### src/rtl/mem_share_arbiter_if.sv
// Requester-side handshake bundle for mem_share_arbiter: one instance per client.
// The client drives req/we/adr/wdat; the arbiter returns ack and read data.
interface mem_share_arbiter_if #(
  parameter int AW = 4,
  parameter int DW = 8
);
  logic          req;
  logic          we;
  logic [AW-1:0] adr;
  logic [DW-1:0] wdat;
  logic          ack;
  logic [DW-1:0] rdat;

  modport master (output req, we, adr, wdat, input ack, rdat);
  modport slave  (input req, we, adr, wdat, output ack, rdat);
endinterface

### src/rtl/mem_share_arbiter.sv
// Round-robin sharing of one synchronous-read single-port RAM between two
// req/ack requesters, each access sequenced IDLE -> ISSUE -> CAPTURE -> ACK.
module mem_share_arbiter #(
  parameter int AW = 4,
  parameter int DW = 8
) (
  input  logic              clk,
  input  logic              rst,
  mem_share_arbiter_if.slave a,
  mem_share_arbiter_if.slave b,
  output logic [AW-1:0]     mem_adr,
  output logic [DW-1:0]     mem_dat_w,
  output logic              mem_we,
  input  logic [DW-1:0]     mem_dat_r,
  output logic              busy
);

  typedef enum logic [1:0] {
    IDLE    = 2'd0,
    ISSUE   = 2'd1,
    CAPTURE = 2'd2,
    ACK     = 2'd3
  } state_t;

  state_t        state;
  state_t        state_nxt;

  // rr_ptr and grant encode the requester: 0 = A, 1 = B
  logic          rr_ptr;
  logic          rr_ptr_nxt;
  logic          grant;
  logic          grant_nxt;
  logic          gnt_rd;
  logic          gnt_rd_nxt;
  logic          win_b;
  logic          req_any;

  logic          a_ack_reg;
  logic          b_ack_reg;
  logic [DW-1:0] a_rdat_reg;
  logic [DW-1:0] b_rdat_reg;

  logic          a_ack_nxt;
  logic          b_ack_nxt;
  logic [DW-1:0] a_rdat_nxt;
  logic [DW-1:0] b_rdat_nxt;
  logic [AW-1:0] mem_adr_nxt;
  logic [DW-1:0] mem_dat_w_nxt;
  logic          mem_we_nxt;
  logic          busy_nxt;

  assign req_any = a.req | b.req;
  // On a tie the requester that was not granted last wins
  assign win_b   = b.req & (~a.req | ~rr_ptr);

  assign a.ack  = a_ack_reg;
  assign b.ack  = b_ack_reg;
  assign a.rdat = a_rdat_reg;
  assign b.rdat = b_rdat_reg;

  // FSM state register
  always_ff @(posedge clk or posedge rst) begin
    if (rst) begin
      state <= IDLE;
    end else begin
      state <= state_nxt;
    end
  end

  // FSM next-state logic
  always_comb begin
    state_nxt = IDLE;
    case (state)
      IDLE:    state_nxt = req_any ? ISSUE : IDLE;
      ISSUE:   state_nxt = CAPTURE;
      CAPTURE: state_nxt = ACK;
      ACK:     state_nxt = IDLE;
      default: state_nxt = IDLE;
    endcase
  end

  // Next values for the registered outputs and grant bookkeeping
  always_comb begin
    rr_ptr_nxt    = rr_ptr;
    grant_nxt     = grant;
    gnt_rd_nxt    = gnt_rd;
    mem_adr_nxt   = mem_adr;
    mem_dat_w_nxt = mem_dat_w;
    mem_we_nxt    = mem_we;
    a_rdat_nxt    = a_rdat_reg;
    b_rdat_nxt    = b_rdat_reg;
    a_ack_nxt     = 1'b0;
    b_ack_nxt     = 1'b0;
    busy_nxt      = (state_nxt != IDLE);
    case (state)
      IDLE: begin
        if (req_any) begin
          grant_nxt     = win_b;
          rr_ptr_nxt    = win_b;
          mem_we_nxt    = win_b ? b.we   : a.we;
          mem_adr_nxt   = win_b ? b.adr  : a.adr;
          mem_dat_w_nxt = win_b ? b.wdat : a.wdat;
          gnt_rd_nxt    = win_b ? ~b.we  : ~a.we;
        end else begin
          mem_we_nxt    = 1'b0;
        end
      end
      ISSUE: begin
        mem_we_nxt = 1'b0;
      end
      CAPTURE: begin
        // RAM output now reflects the address registered at the end of ISSUE
        if (gnt_rd && !grant) begin
          a_rdat_nxt = mem_dat_r;
        end else if (gnt_rd && grant) begin
          b_rdat_nxt = mem_dat_r;
        end else begin
          a_rdat_nxt = a_rdat_reg;
        end
        a_ack_nxt = ~grant;
        b_ack_nxt = grant;
      end
      ACK: begin
        mem_we_nxt = 1'b0;
      end
      default: begin
        mem_we_nxt = 1'b0;
      end
    endcase
  end

  // Output and datapath registers
  always_ff @(posedge clk or posedge rst) begin
    if (rst) begin
      rr_ptr     <= 1'b1;
      grant      <= 1'b0;
      gnt_rd     <= 1'b0;
      mem_adr    <= {AW{1'b0}};
      mem_dat_w  <= {DW{1'b0}};
      mem_we     <= 1'b0;
      a_rdat_reg <= {DW{1'b0}};
      b_rdat_reg <= {DW{1'b0}};
      a_ack_reg  <= 1'b0;
      b_ack_reg  <= 1'b0;
      busy       <= 1'b0;
    end else begin
      rr_ptr     <= rr_ptr_nxt;
      grant      <= grant_nxt;
      gnt_rd     <= gnt_rd_nxt;
      mem_adr    <= mem_adr_nxt;
      mem_dat_w  <= mem_dat_w_nxt;
      mem_we     <= mem_we_nxt;
      a_rdat_reg <= a_rdat_nxt;
      b_rdat_reg <= b_rdat_nxt;
      a_ack_reg  <= a_ack_nxt;
      b_ack_reg  <= b_ack_nxt;
      busy       <= busy_nxt;
    end
  end

endmodule

### src/flat_wrapper.sv
// flat-port wrapper written by rule: the top's interface ports become plain ports
module mem_share_arbiter_flat 
#(
  parameter int AW = 4,
  parameter int DW = 8
)
  (clk, rst, mem_adr, mem_dat_w, mem_we, mem_dat_r, busy, a_req, a_we, a_adr, a_wdat, a_ack, a_rdat, b_req, b_we, b_adr, b_wdat, b_ack, b_rdat);
  mem_share_arbiter_if #(.AW(AW), .DW(DW)) a_i ();
  mem_share_arbiter_if #(.AW(AW), .DW(DW)) b_i ();
  input  logic clk;
  input  logic rst;
  output logic [AW-1:0] mem_adr;
  output logic [DW-1:0] mem_dat_w;
  output logic mem_we;
  input  logic [DW-1:0] mem_dat_r;
  output logic busy;
  input wire logic [$bits(a_i.req)-1:0] a_req;
  input wire logic [$bits(a_i.we)-1:0] a_we;
  input wire logic [$bits(a_i.adr)-1:0] a_adr;
  input wire logic [$bits(a_i.wdat)-1:0] a_wdat;
  output wire logic [$bits(a_i.ack)-1:0] a_ack;
  output wire logic [$bits(a_i.rdat)-1:0] a_rdat;
  input wire logic [$bits(b_i.req)-1:0] b_req;
  input wire logic [$bits(b_i.we)-1:0] b_we;
  input wire logic [$bits(b_i.adr)-1:0] b_adr;
  input wire logic [$bits(b_i.wdat)-1:0] b_wdat;
  output wire logic [$bits(b_i.ack)-1:0] b_ack;
  output wire logic [$bits(b_i.rdat)-1:0] b_rdat;
  assign a_i.req = a_req;
  assign a_i.we = a_we;
  assign a_i.adr = a_adr;
  assign a_i.wdat = a_wdat;
  assign a_ack = a_i.ack;
  assign a_rdat = a_i.rdat;
  assign b_i.req = b_req;
  assign b_i.we = b_we;
  assign b_i.adr = b_adr;
  assign b_i.wdat = b_wdat;
  assign b_ack = b_i.ack;
  assign b_rdat = b_i.rdat;
  mem_share_arbiter #(.AW(AW), .DW(DW)) u_core (.clk(clk), .rst(rst), .a(a_i), .b(b_i), .mem_adr(mem_adr), .mem_dat_w(mem_dat_w), .mem_we(mem_we), .mem_dat_r(mem_dat_r), .busy(busy));
endmodule
### config.mk
export PLATFORM = sky130hd
export DESIGN_NAME = mem_share_arbiter_flat
export DESIGN_NICKNAME = d
export VERILOG_FILES = /design/src/rtl/mem_share_arbiter_if.sv /design/src/rtl/mem_share_arbiter.sv /design/src/flat_wrapper.sv
export SDC_FILE = /design/constraint.sdc
export NUM_CORES = 1
export LEC_CHECK = 0
export CAP_MARGIN = 10
export CORE_ASPECT_RATIO = 0.7
export CORE_MARGIN = 5
export CORE_UTILIZATION = 37
export DETAILED_ROUTE_END_ITERATION = 6
export GPL_TIMING_DRIVEN = 0
export MAX_ROUTING_LAYER = met4
export PLACE_DENSITY = 0.81
export SLEW_MARGIN = 20
export SYNTH_ARGS = -nofsm -noshare
export SYNTH_HDL_FRONTEND = slang
export SYNTH_SLANG_ARGS = --single-unit
### constraint.sdc
create_clock -name clk -period 1.3 [get_ports clk]
set_input_delay 0.26 -clock clk [delete_from_list [all_inputs] [get_ports clk]]
set_output_delay 0.26 -clock clk [all_outputs]
set_load 0.01 [all_outputs]
==> impl_results.md <==
* Worst slew pin tran at between 0.7 and 0.8 ns
* Power per standard cell area at 2280 nW/um^2
* Flop pwr share at 0.340
* Synth Register Bits at 37
* Core Area at roughly 4000 sq um
* Crit path time final at 1.38 ns
* Commonest cells post-synth: dfrtp_1, mux2_2, nand2_1
* Rows at 19
* Number of I/O pins at 70
* Grt met2 use at 0.230
* Leak Pwr at ~1.3 nW
* Peak supply drop at ~1.2 mV
* Post-Syn Nets at approximately 160
* Die width at between 80 and 90 microns
* Max cap viols at 0
* Unrepaired setup endpoints after global routing: yes
* Clock Path Buffers at 2
* DRT Pass-1 Iters at 4
* Post-synth top flop: dfrtp_1
* Area share of the largest cell type after synthesis at 0.575
* DP Wirelength at about 2800 microns
* CTS tree: yes
* Crit-path max FO at 8
* Clock Skews at around 0.011 ns
* Failing checks: setup timing
* Count of input and output buffers at slightly below 70
* Clock root buffer: clkbuf_8
* Worst min-delay path class: in2reg
* Final layout net count at 250
* WHS at approximately 0.39 ns
* Largest area contributor in the netlist: dfrtp_1
* GR Layer Usage met3 at 0.0494
* Status: complete, but fails checks
* Top cells by area, synth: dfrtp_1, mux2_2, mux2i_1
* Post-synthesis sequential area ratio at 0.591
* DR WL/cell at between 10 and 15 microns
* Antenna cell count at 0
* First-pass GRT wire length at just over 6000 microns
* Syn Inst Count at 121
* Final Setup Violations at 19
* Psw at between 1.5 and 2 mW
* Worst EP required at 1.47 ns
* Hold buffer count at cts at 0
* RD Place Congestion at roughly 0.7
* Number of global-route vias before repair at around 1.3k
* Clock Pin Slew Worst Setup and Hold Paths at around 0.080 ns
* Sw Ratio at 0.325
* Area Growth Syn to Fin at 69.0%
* Slew headroom at 0.495
* Largest net degree at the start of global routing at 38
* Drt initial violations at 33
* CP arrival at between 1.5 and 2 ns
* Initial Utilization at 0.390
* Crit Path Class: reg2reg
* Period utilization at 1.06
* Initial antenna violation count at 0
* Async S/R FF share, synth at 1.00
* Die ar. at ~5700 sq um
* Yosys warning total at 0
* Crit. End Element: flop
* H-tree lvl count at 2
* Via count at roughly 1.2k
* Final Worst Setup Slack at -0.0834 ns
* Comb power frac at 0.464
* Aggregate global routing overflow at 0
* Pint at approximately 4.1 mW
* Slew Limit Fails at 0
* Most common cell in the netlist: dfrtp_1
* Total global-route track usage at 0.146
* Share of cells above drive strength 1 at 0.240
* Hold Fails Final Rpt at 0
* Maximum clock rate at 0.723 GHz
* Netlist cell types at 22
* Fillers at between 300 and 400
* Global-route met1 utilization at 0.179
* Clock share of power at 0.196
* Most Crowded Layer GR: met2
* Clock buffer count from CTS at 5
* Clk_lat worst skew at a little under 0.3 ns
* Post-synth EDFFs at 0
* Synth Cell Area at 1570 sq um
* Vias per inst at around 4.7
* Post-route ant nets at 0
* Sink Count at 37
* Number of remaining DRC errors at 0
* Post-Route WL at just under 4000 microns
* Die H at about 64 microns
* Synth Area per Inst at 13.0 sq um
* Overall Power at between 6 and 7 mW
* Worst setup SP type: flop
## sequential cells by signal, indices dropped and copies added, names as in the netlist
| signal | flops |
|---|---|
| u_core.a.ack | 1 |
| u_core.a.rdat | 8 |
| u_core.b.ack | 1 |
| u_core.b.rdat | 8 |
| u_core.busy | 1 |
| u_core.gnt_rd | 1 |
| u_core.grant | 1 |
| u_core.mem_adr | 4 |
| u_core.mem_dat_w | 8 |
| u_core.mem_we | 1 |
| u_core.rr_ptr | 1 |
| u_core.state | 2 |
## cells in the final DEF (no fill, tap or decap), types with 2 or more instances in the layout
cell type / Yosys / layout
inv_2: 0 / 3
mux2i_1: 13 / 12
mux2_2: 17 / 6
o21ai_1: 9 / 10
buf_6: 1 / 4
dfrtp_1: 36 / 36
ha_4: 0 / 2
o21ai_0: 7 / 5
mux2_4: 0 / 11
dlygate4sd2_1: 0 / 34
buf_12: 1 / 3
clkdlybuf4s50_1: 0 / 35
buf_4: 0 / 5
clkbuf_8: 0 / 5
bufinv_16: 0 / 2
ha_1: 5 / 3
nand2_1: 14 / 14
## power by group through the flow
stage / clock network [mW] / logic [mW] / registers [mW]
global placement: 0 / 2.56 / 2.06
detailed placement: 0 / 2.62 / 2.08
finish: 1.19 / 2.80 / 2.06
floorplan: 0 / 1.02 / 2.28
global route: 1.25 / 3.04 / 2.14
CTS: 1.21 / 2.74 / 2.05
## metrics by stage
step	util	setup TNS [ns]	instance area (sq um)	instances	setup slack (ns)
2_1_floorplan	-	-0.185	1580	121	-0.0356
3_3_place_gp	0.582	-30.38	2340	242	-0.598
3_5_place_dp	0.582	-8.80	2340	242	-0.397
4_1_cts	0.652	-1.07	2620	259	-0.0796
5_1_grt	0.659	-2.59	2650	260	-0.146
6_report	0.659	-1.05	2650	260	-0.0834
## worst max-delay path: stages, from the launching register on
cell and delay [ns]:
dfrtp_1 0.40, buf_6 0.13, ha_4 0.17, nand3b_1 0.09
buf_6 0.17, mux2_4 0.31
## cells by family after synthesis
kind of cell,share of synthesized area
compound gates,0.0702
fa+ha+maj,0.0399
buf+inv,0.0383
flops,0.591
mux,0.205
simple gates,0.0551
## final cells by class
type / count / area (sq um) / area share
clock inverters: 3 / 68.8 / 0.0260
well taps: 52 / 65.1 / 0.0246
repair buffers: 79 / 779 / 0.294
plain buffers: 4 / 43.8 / 0.0165
inverters: 5 / 21.3 / 0.00803
clock buffers: 5 / 68.8 / 0.0260
flip-flops and latches: 37 / 927 / 0.350
multi-input cells: 75 / 674 / 0.255
## what timing repair did
item | 4_1_cts | 5_1_grt
gates resized for setup | 53 | 9
setup endpoints to repair | 64 | 30
pin swaps | 4 | 4
buffers inserted | 8 | 1
cloned | 1 | 0
## final timing paths
kind                                startpoint             endpoint  slack (ns)  depth (start not counted)
max reg2reg                    u_core.state[1]     u_core.a.rdat[5]       -0.08                          5
max in group asynchronous                  rst        u_core.mem_we        0.39                          2
min reg2reg                u_core.mem_dat_w[6]  u_core.mem_dat_w[6]        0.49                          2
max                            u_core.state[1]     u_core.a.rdat[5]       -0.08                          5
min in group asynchronous                  rst     u_core.a.rdat[7]        0.43                          2
min                                      a_req        u_core.rr_ptr        0.39                          2
## metal layers
| metal | share of wire | wire length, microns |
|---|---|---|
| met3 | 0.087 | 336 |
| met4 | 0.0070 | 27 |
| met1 | 0.43 | 1670 |
| met2 | 0.47 | 1820 |
| met5 | 0 | 0 |
No activity file was read; power rests on OpenSTA's default activity.
